File: src/rtl/alu_operand_stage.sv
// Execute-side operand stage: one register slot between decode and ALU, with load-use stalls and flush.
// Define ALU_OPERAND_STAGE_FORWARDING_EN for EXMEM/MEMWB bypass; without it every RAW dependency stalls.
module alu_operand_stage #(
  parameter int size = 32
) (
  input  logic            CLK,
  input  logic            RST,
  input  logic            IN_VALID,
  output logic            IN_READY,
  input  logic [size-1:0] RS1_DATA,
  input  logic [size-1:0] RS2_DATA,
  input  logic [size-1:0] IMM,
  input  logic [size-1:0] PC,
  input  logic [4:0]      RS1_ADDR,
  input  logic [4:0]      RS2_ADDR,
  input  logic [4:0]      RD_ADDR_IN,
  input  logic            ALUSRC,
  input  logic            AUIPC_SEL,
  input  logic [3:0]      ALU_CTRL_IN,
  input  logic            REG_WRITE_IN,
  input  logic            MEM_READ_IN,
  input  logic [4:0]      EXMEM_RD,
  input  logic            EXMEM_REGWRITE,
  input  logic [size-1:0] EXMEM_RESULT,
  input  logic [4:0]      MEMWB_RD,
  input  logic            MEMWB_REGWRITE,
  input  logic [size-1:0] MEMWB_RESULT,
  input  logic            FLUSH,
  input  logic            OUT_READY,
  output logic            OUT_VALID,
  output logic [size-1:0] X,
  output logic [size-1:0] Y,
  output logic [3:0]      CONTROL,
  output logic [size-1:0] STORE_DATA,
  output logic [4:0]      RD_ADDR_OUT,
  output logic            REG_WRITE_OUT,
  output logic            MEM_READ_OUT
);

  logic            valid_q, valid_d;
  logic [size-1:0] pc_q, pc_d;
  logic [size-1:0] imm_q, imm_d;
  logic [size-1:0] rs1_data_q, rs1_data_d;
  logic [size-1:0] rs2_data_q, rs2_data_d;
  logic [4:0]      rs1_addr_q, rs1_addr_d;
  logic [4:0]      rs2_addr_q, rs2_addr_d;
  logic [4:0]      rd_q, rd_d;
  logic            alusrc_q, alusrc_d;
  logic            auipc_q, auipc_d;
  logic [3:0]      ctrl_q, ctrl_d;
  logic            reg_write_q, reg_write_d;
  logic            mem_read_q, mem_read_d;

  logic            adv;
  logic            hazard;
  logic            load_use;
  logic [size-1:0] rs1_val;
  logic [size-1:0] rs2_val;

  // x0 is hardwired zero, so it can never be the producer of a dependency.
  function automatic logic raw_match(input logic [4:0] rd, input logic [4:0] a,
                                     input logic [4:0] b);
    return (rd != 5'd0) && ((rd == a) || (rd == b));
  endfunction

`ifdef ALU_OPERAND_STAGE_FORWARDING_EN
  function automatic logic [size-1:0] bypass(input logic [4:0] rs, input logic [size-1:0] own,
                                             input logic ex_we, input logic [4:0] ex_rd,
                                             input logic [size-1:0] ex_res,
                                             input logic wb_we, input logic [4:0] wb_rd,
                                             input logic [size-1:0] wb_res);
    if (ex_we && (ex_rd != 5'd0) && (ex_rd == rs)) return ex_res;
    if (wb_we && (wb_rd != 5'd0) && (wb_rd == rs)) return wb_res;
    return own;
  endfunction

  always_comb begin
    rs1_val = bypass(rs1_addr_q, rs1_data_q, EXMEM_REGWRITE, EXMEM_RD, EXMEM_RESULT,
                     MEMWB_REGWRITE, MEMWB_RD, MEMWB_RESULT);
    rs2_val = bypass(rs2_addr_q, rs2_data_q, EXMEM_REGWRITE, EXMEM_RD, EXMEM_RESULT,
                     MEMWB_REGWRITE, MEMWB_RD, MEMWB_RESULT);
  end

  assign hazard = load_use;
`else
  logic unused_fwd_inputs;
  assign unused_fwd_inputs = ^{EXMEM_RESULT, MEMWB_RESULT, rs1_addr_q, rs2_addr_q};

  always_comb begin
    rs1_val = rs1_data_q;
    rs2_val = rs2_data_q;
  end

  // No bypass network: any older in-flight writer of a source register must drain first.
  assign hazard = load_use
                || (valid_q && reg_write_q && raw_match(rd_q, RS1_ADDR, RS2_ADDR))
                || (EXMEM_REGWRITE && raw_match(EXMEM_RD, RS1_ADDR, RS2_ADDR))
                || (MEMWB_REGWRITE && raw_match(MEMWB_RD, RS1_ADDR, RS2_ADDR));
`endif

  assign load_use = valid_q && mem_read_q && raw_match(rd_q, RS1_ADDR, RS2_ADDR);
  assign adv      = !valid_q || OUT_READY;

  always_comb begin
    IN_READY    = adv && !hazard && !FLUSH;
    valid_d     = valid_q;
    pc_d        = pc_q;
    imm_d       = imm_q;
    rs1_data_d  = rs1_data_q;
    rs2_data_d  = rs2_data_q;
    rs1_addr_d  = rs1_addr_q;
    rs2_addr_d  = rs2_addr_q;
    rd_d        = rd_q;
    alusrc_d    = alusrc_q;
    auipc_d     = auipc_q;
    ctrl_d      = ctrl_q;
    reg_write_d = reg_write_q;
    mem_read_d  = mem_read_q;
    if (adv) begin
      if (IN_VALID && IN_READY) begin
        valid_d     = 1'b1;
        pc_d        = PC;
        imm_d       = IMM;
        rs1_data_d  = RS1_DATA;
        rs2_data_d  = RS2_DATA;
        rs1_addr_d  = RS1_ADDR;
        rs2_addr_d  = RS2_ADDR;
        rd_d        = RD_ADDR_IN;
        alusrc_d    = ALUSRC;
        auipc_d     = AUIPC_SEL;
        ctrl_d      = ALU_CTRL_IN;
        reg_write_d = REG_WRITE_IN;
        mem_read_d  = MEM_READ_IN;
      end else begin
        // Flush, bubble and idle all leave an empty slot with side effects disabled.
        valid_d     = 1'b0;
        reg_write_d = 1'b0;
        mem_read_d  = 1'b0;
      end
    end
  end

  always_ff @(posedge CLK) begin
    if (RST) begin
      valid_q     <= 1'b0;
      pc_q        <= '0;
      imm_q       <= '0;
      rs1_data_q  <= '0;
      rs2_data_q  <= '0;
      rs1_addr_q  <= '0;
      rs2_addr_q  <= '0;
      rd_q        <= '0;
      alusrc_q    <= 1'b0;
      auipc_q     <= 1'b0;
      ctrl_q      <= '0;
      reg_write_q <= 1'b0;
      mem_read_q  <= 1'b0;
    end else begin
      valid_q     <= valid_d;
      pc_q        <= pc_d;
      imm_q       <= imm_d;
      rs1_data_q  <= rs1_data_d;
      rs2_data_q  <= rs2_data_d;
      rs1_addr_q  <= rs1_addr_d;
      rs2_addr_q  <= rs2_addr_d;
      rd_q        <= rd_d;
      alusrc_q    <= alusrc_d;
      auipc_q     <= auipc_d;
      ctrl_q      <= ctrl_d;
      reg_write_q <= reg_write_d;
      mem_read_q  <= mem_read_d;
    end
  end

  assign OUT_VALID     = valid_q;
  assign X             = auipc_q ? pc_q : rs1_val;
  assign Y             = alusrc_q ? imm_q : rs2_val;
  assign STORE_DATA    = rs2_val;
  assign CONTROL       = ctrl_q;
  assign RD_ADDR_OUT   = rd_q;
  assign REG_WRITE_OUT = reg_write_q;
  assign MEM_READ_OUT  = mem_read_q;

endmodule

File: config.mk
export PLATFORM = sky130hd
export DESIGN_NAME = alu_operand_stage
export DESIGN_NICKNAME = d
export VERILOG_FILES = /design/src/rtl/alu_operand_stage.sv
export SDC_FILE = /design/constraint.sdc
export NUM_CORES = 1
export LEC_CHECK = 0
export CORE_MARGIN = 2
export CORE_UTILIZATION = 41
export CTS_CLUSTER_DIAMETER = 40
export DETAILED_ROUTE_END_ITERATION = 16
export HOLD_SLACK_MARGIN = 0.1
export MAX_ROUTING_LAYER = met4
export PLACE_DENSITY_LB_ADDON = 0.1
export SYNTH_ARGS = -nofsm -noshare
export SYNTH_HDL_FRONTEND = slang
export SYNTH_SLANG_ARGS = --single-unit
File: constraint.sdc
create_clock -name CLK -period 2.95 [get_ports CLK]
set_input_delay 0.885 -clock CLK [delete_from_list [all_inputs] [get_ports CLK]]
set_output_delay 0.885 -clock CLK [all_outputs]
set_load 0.05 [all_outputs]
==> out/results.ini <==
[sta]
tightest_slew_ns = 0.5801
finClkSkew_ns = 0.007909
totalNegativeSetupSlack_ns = -0.08126
highest_achievable_clock_rate_mhz = 329.9
rsz0062_at_grt = true
finalMaxSlewViolations = 0
min_period_over_period_pct = 102.8
fin_ws_ns = -0.08126
period_minus_slack_ns = 3.031
report.final.hold_viol_count = 0
setup_viol = 1
max-slew-margin-rel_pct = 61.20
whs_ns = 0.4502

[drt]
drc = 0
routedWlPerCell_um = 14.99
routed-via-count = 5890
antenna_violating_nets_post_route = 0
drt_first_pass_iters = 5
totalWireLength_um = 18710
detail_route.vias_per_cell = 4.720
first_iter_violations = 248

[run_status]
run_status = finished, violations left
violations = negative setup slack

[pwr]
total_power_mw = 5.704
power_density_nw_per_um2 = 508.0
power_leakage_nw = 4.544
max-vdd-ir-drop_mv = 0.4061

[logic_synthesis]
netlist_area_sq_um = 6792
synth.lib_cells_used.distinct = 23
post_synthesis_cell_count = 740
yosysSeqAreaShare_pct = 41.86
synth_fp_nets = 972
post_synth.cell_area_avg_sq_um = 9.178
yosys_register_bits = 142
ys.warnings.count = 0

[floorplanning]
io-pin-count = 341
dieArea_sq_um = 17610
start_util_pct = 41.39
dieHeight_um = 132.7
fp-row-count = 47
dieWidth_um = 132.7
coreArea_sq_um = 16410

[placement]
finalWeightedCongestion = 0.8255
detailedPlacementHpwl_um = 13550
placedInstanceArea_sq_um = 10600
dp.cells = 1216
detailedPlace.worstSlack_ns = -0.4568
io_buffer_count = 276

[clock_tree]
tritoncts_sinks = 142
cts-buffers-inserted = 17
cts.path.max_buffers = 2
tritoncts = yes
cts_root_buf = sky130_fd_sc_hd__clkbuf_16
insertion_delay_ns = 0.42
htree_levels = 4
clk_transition_reported_paths_ns = 0.05

[global_route]
grt_pass1_wl_um = 29830
grt_max_degree = 70
track_usage_pct = 21.83
grt-busiest-layer = met2
antenna_found_initial = 1
first_global_vias = 5945
global_route.usage.met1_pct = 25.32
gr-total-overflow = 0
grt.met3_usage_pct = 8.084
globalRouteMet2Util_pct = 34.92

[critical_path]
path_length_in_cells_of_the_critical_path = 6
crit_type = input pin to output port
r2r-start = RD_ADDR_OUT[0]
critical_path.slowest_cell = sky130_fd_sc_hd__or4_1
critical_path.n_buffers_inverters = 2
crit_required_ns = 2.07
startpoint = MEMWB_RD[2]
worstSetupStartpointType = input pin
critical_path.top_delay_family = simple AND/OR/NAND/NOR gates
worst_r2r_path_depth = 7
setup.reg_to_reg.worst_slack_ns = 0.73
rr_endpoint = rs1_data_q[21]
cell_by_cell_listing_of_the_critical_path = buf_6 > or4_1 > o21ai_1 > o22a_1 > and3_4 > buf_12
endpoint_kind = output port
worst-path-max-fanout = 2
critical_path.max_stage_delay_ns = 0.51
critical_path.endpoint = IN_READY
critPathArrivalTime_ns = 2.15

[layout]
layout-area-overhead-vs-synth_pct = 65.33
drive_above_1_share_pct = 21.71
final_nets = 1248
mostFrequentLayoutCell = sky130_fd_sc_hd__nand2_1
finalCoreUtilization_pct = 68.44
fin_cells = 1248
fin_area_sq_um = 11230
mostFrequentLayoutCells = 278 x sky130_fd_sc_hd__nand2_1, 191 x sky130_fd_sc_hd__clkdlybuf4s50_1, 142 x sky130_fd_sc_hd__dfxtp_1, 139 x sky130_fd_sc_hd__mux2i_1, 79 x sky130_fd_sc_hd__buf_12

[min_path]
min_path_type = flip-flop to flip-flop

[job]
timing.max_cap.violations = 0

power by group:
part	switching, mW	internal, mW	leakage (nW)
clock	0.819	1.36	0.290
combinational	0.709	0.720	3.09
sequential	0.0664	2.03	1.16
total	1.59	4.11	4.54
cells in the mapped netlist:
| master | n | area [sq um] |
|---|---|---|
| sky130_fd_sc_hd__xnor2_1 | 6 | 52.55 |
| sky130_fd_sc_hd__and4_1 | 1 | 8.760 |
| sky130_fd_sc_hd__clkbuf_1 | 39 | 146.4 |
| sky130_fd_sc_hd__o21ai_0 | 1 | 5.000 |
| sky130_fd_sc_hd__a22oi_1 | 2 | 15.01 |
| sky130_fd_sc_hd__mux2i_1 | 139 | 1391 |
| sky130_fd_sc_hd__o21a_1 | 1 | 7.510 |
| sky130_fd_sc_hd__xor2_1 | 24 | 210.2 |
| sky130_fd_sc_hd__nor2_1 | 5 | 18.77 |
| sky130_fd_sc_hd__nor3_1 | 6 | 30.03 |
| sky130_fd_sc_hd__o221ai_1 | 2 | 17.52 |
| sky130_fd_sc_hd__a41o_1 | 2 | 20.02 |
| sky130_fd_sc_hd__mux2_2 | 64 | 720.7 |
| sky130_fd_sc_hd__buf_8 | 9 | 135.1 |
| sky130_fd_sc_hd__buf_4 | 7 | 52.55 |
| sky130_fd_sc_hd__inv_1 | 2 | 7.510 |
| sky130_fd_sc_hd__dfxtp_1 | 142 | 2843 |
| sky130_fd_sc_hd__and3_1 | 3 | 18.77 |
| sky130_fd_sc_hd__nand3_1 | 2 | 10.01 |
| sky130_fd_sc_hd__nand2b_1 | 1 | 6.260 |
| sky130_fd_sc_hd__o22a_1 | 1 | 8.760 |
| sky130_fd_sc_hd__or4_1 | 3 | 22.52 |
| sky130_fd_sc_hd__nand2_1 | 278 | 1044 |
what timing repair did:
item | in CTS | in global routing
endpoints found under the setup margin | 1 | 1
cloned | 0 | 0
hold buffers | 0 | 0
gates resized for setup | 68 | 13
pin swaps | 14 | 10
buffers inserted | 0 | 1
worst min path at each step:
stage | from | end | slack [ns] | cells after the start
6_report | rs1_data_q[5] | rs1_data_q[5] | 0.45 | 2
4_1_cts | rs1_data_q[5] | rs1_data_q[5] | 0.46 | 2
5_1_grt | imm_q[5] | imm_q[5] | 0.47 | 2
3_3_place_gp | imm_q[7] | imm_q[7] | 0.44 | 2
2_1_floorplan | imm_q[0] | imm_q[0] | 0.43 | 2
3_5_place_dp | imm_q[0] | imm_q[0] | 0.44 | 2
state kept, by name, indices dropped and copies added (netlist names):
signal and cells:
auipc_q 1, REG_WRITE_OUT 1, OUT_VALID 1, CONTROL 4
MEM_READ_OUT 1, alusrc_q 1, STORE_DATA 32, RD_ADDR_OUT 5
pc_q 32, rs1_data_q 32, imm_q 32
final cells by class:
class / count / area (sq um)
sequential: 142 / 2843
timing repair buffer: 312 / 3827
clock buffer: 19 / 452.9
multi-input combinational: 541 / 3670
tap: 220 / 275.3
fill: 1255 / 5179
clock inverter: 11 / 142.6
antenna: 1 / 2.502
inverter: 2 / 15.01
worst reg2reg max path, cell delays in order (launching register included):
cell                       delay, ns
sky130_fd_sc_hd__dfxtp_1        0.36
sky130_fd_sc_hd__or4_1          0.56
sky130_fd_sc_hd__o221ai_1       0.20
sky130_fd_sc_hd__o22a_1         0.19
sky130_fd_sc_hd__and4_4         0.25
sky130_fd_sc_hd__buf_12         0.16
sky130_fd_sc_hd__buf_12         0.21
sky130_fd_sc_hd__mux2i_1        0.23
layer usage:
| layer | vias to the layer above | part of all wire, % |
|---|---|---|
| li1 | 2997 | - |
| met1 | 2696 | 42 |
| met2 | 176 | 48 |
| met3 | 21 | 8.5 |
| met4 | 0 | 1.7 |
| met5 | - | 0 |
kinds of logic after synthesis:
kind of cell,share of synthesized area (%)
AO/OA/AOI/OAI,1.087
XOR/XNOR,3.869
buffers and inverters,5.030
flip-flops,41.86
multiplexers,31.10
AND/OR/NAND/NOR,17.06
(Power assumes the default switching activity.)
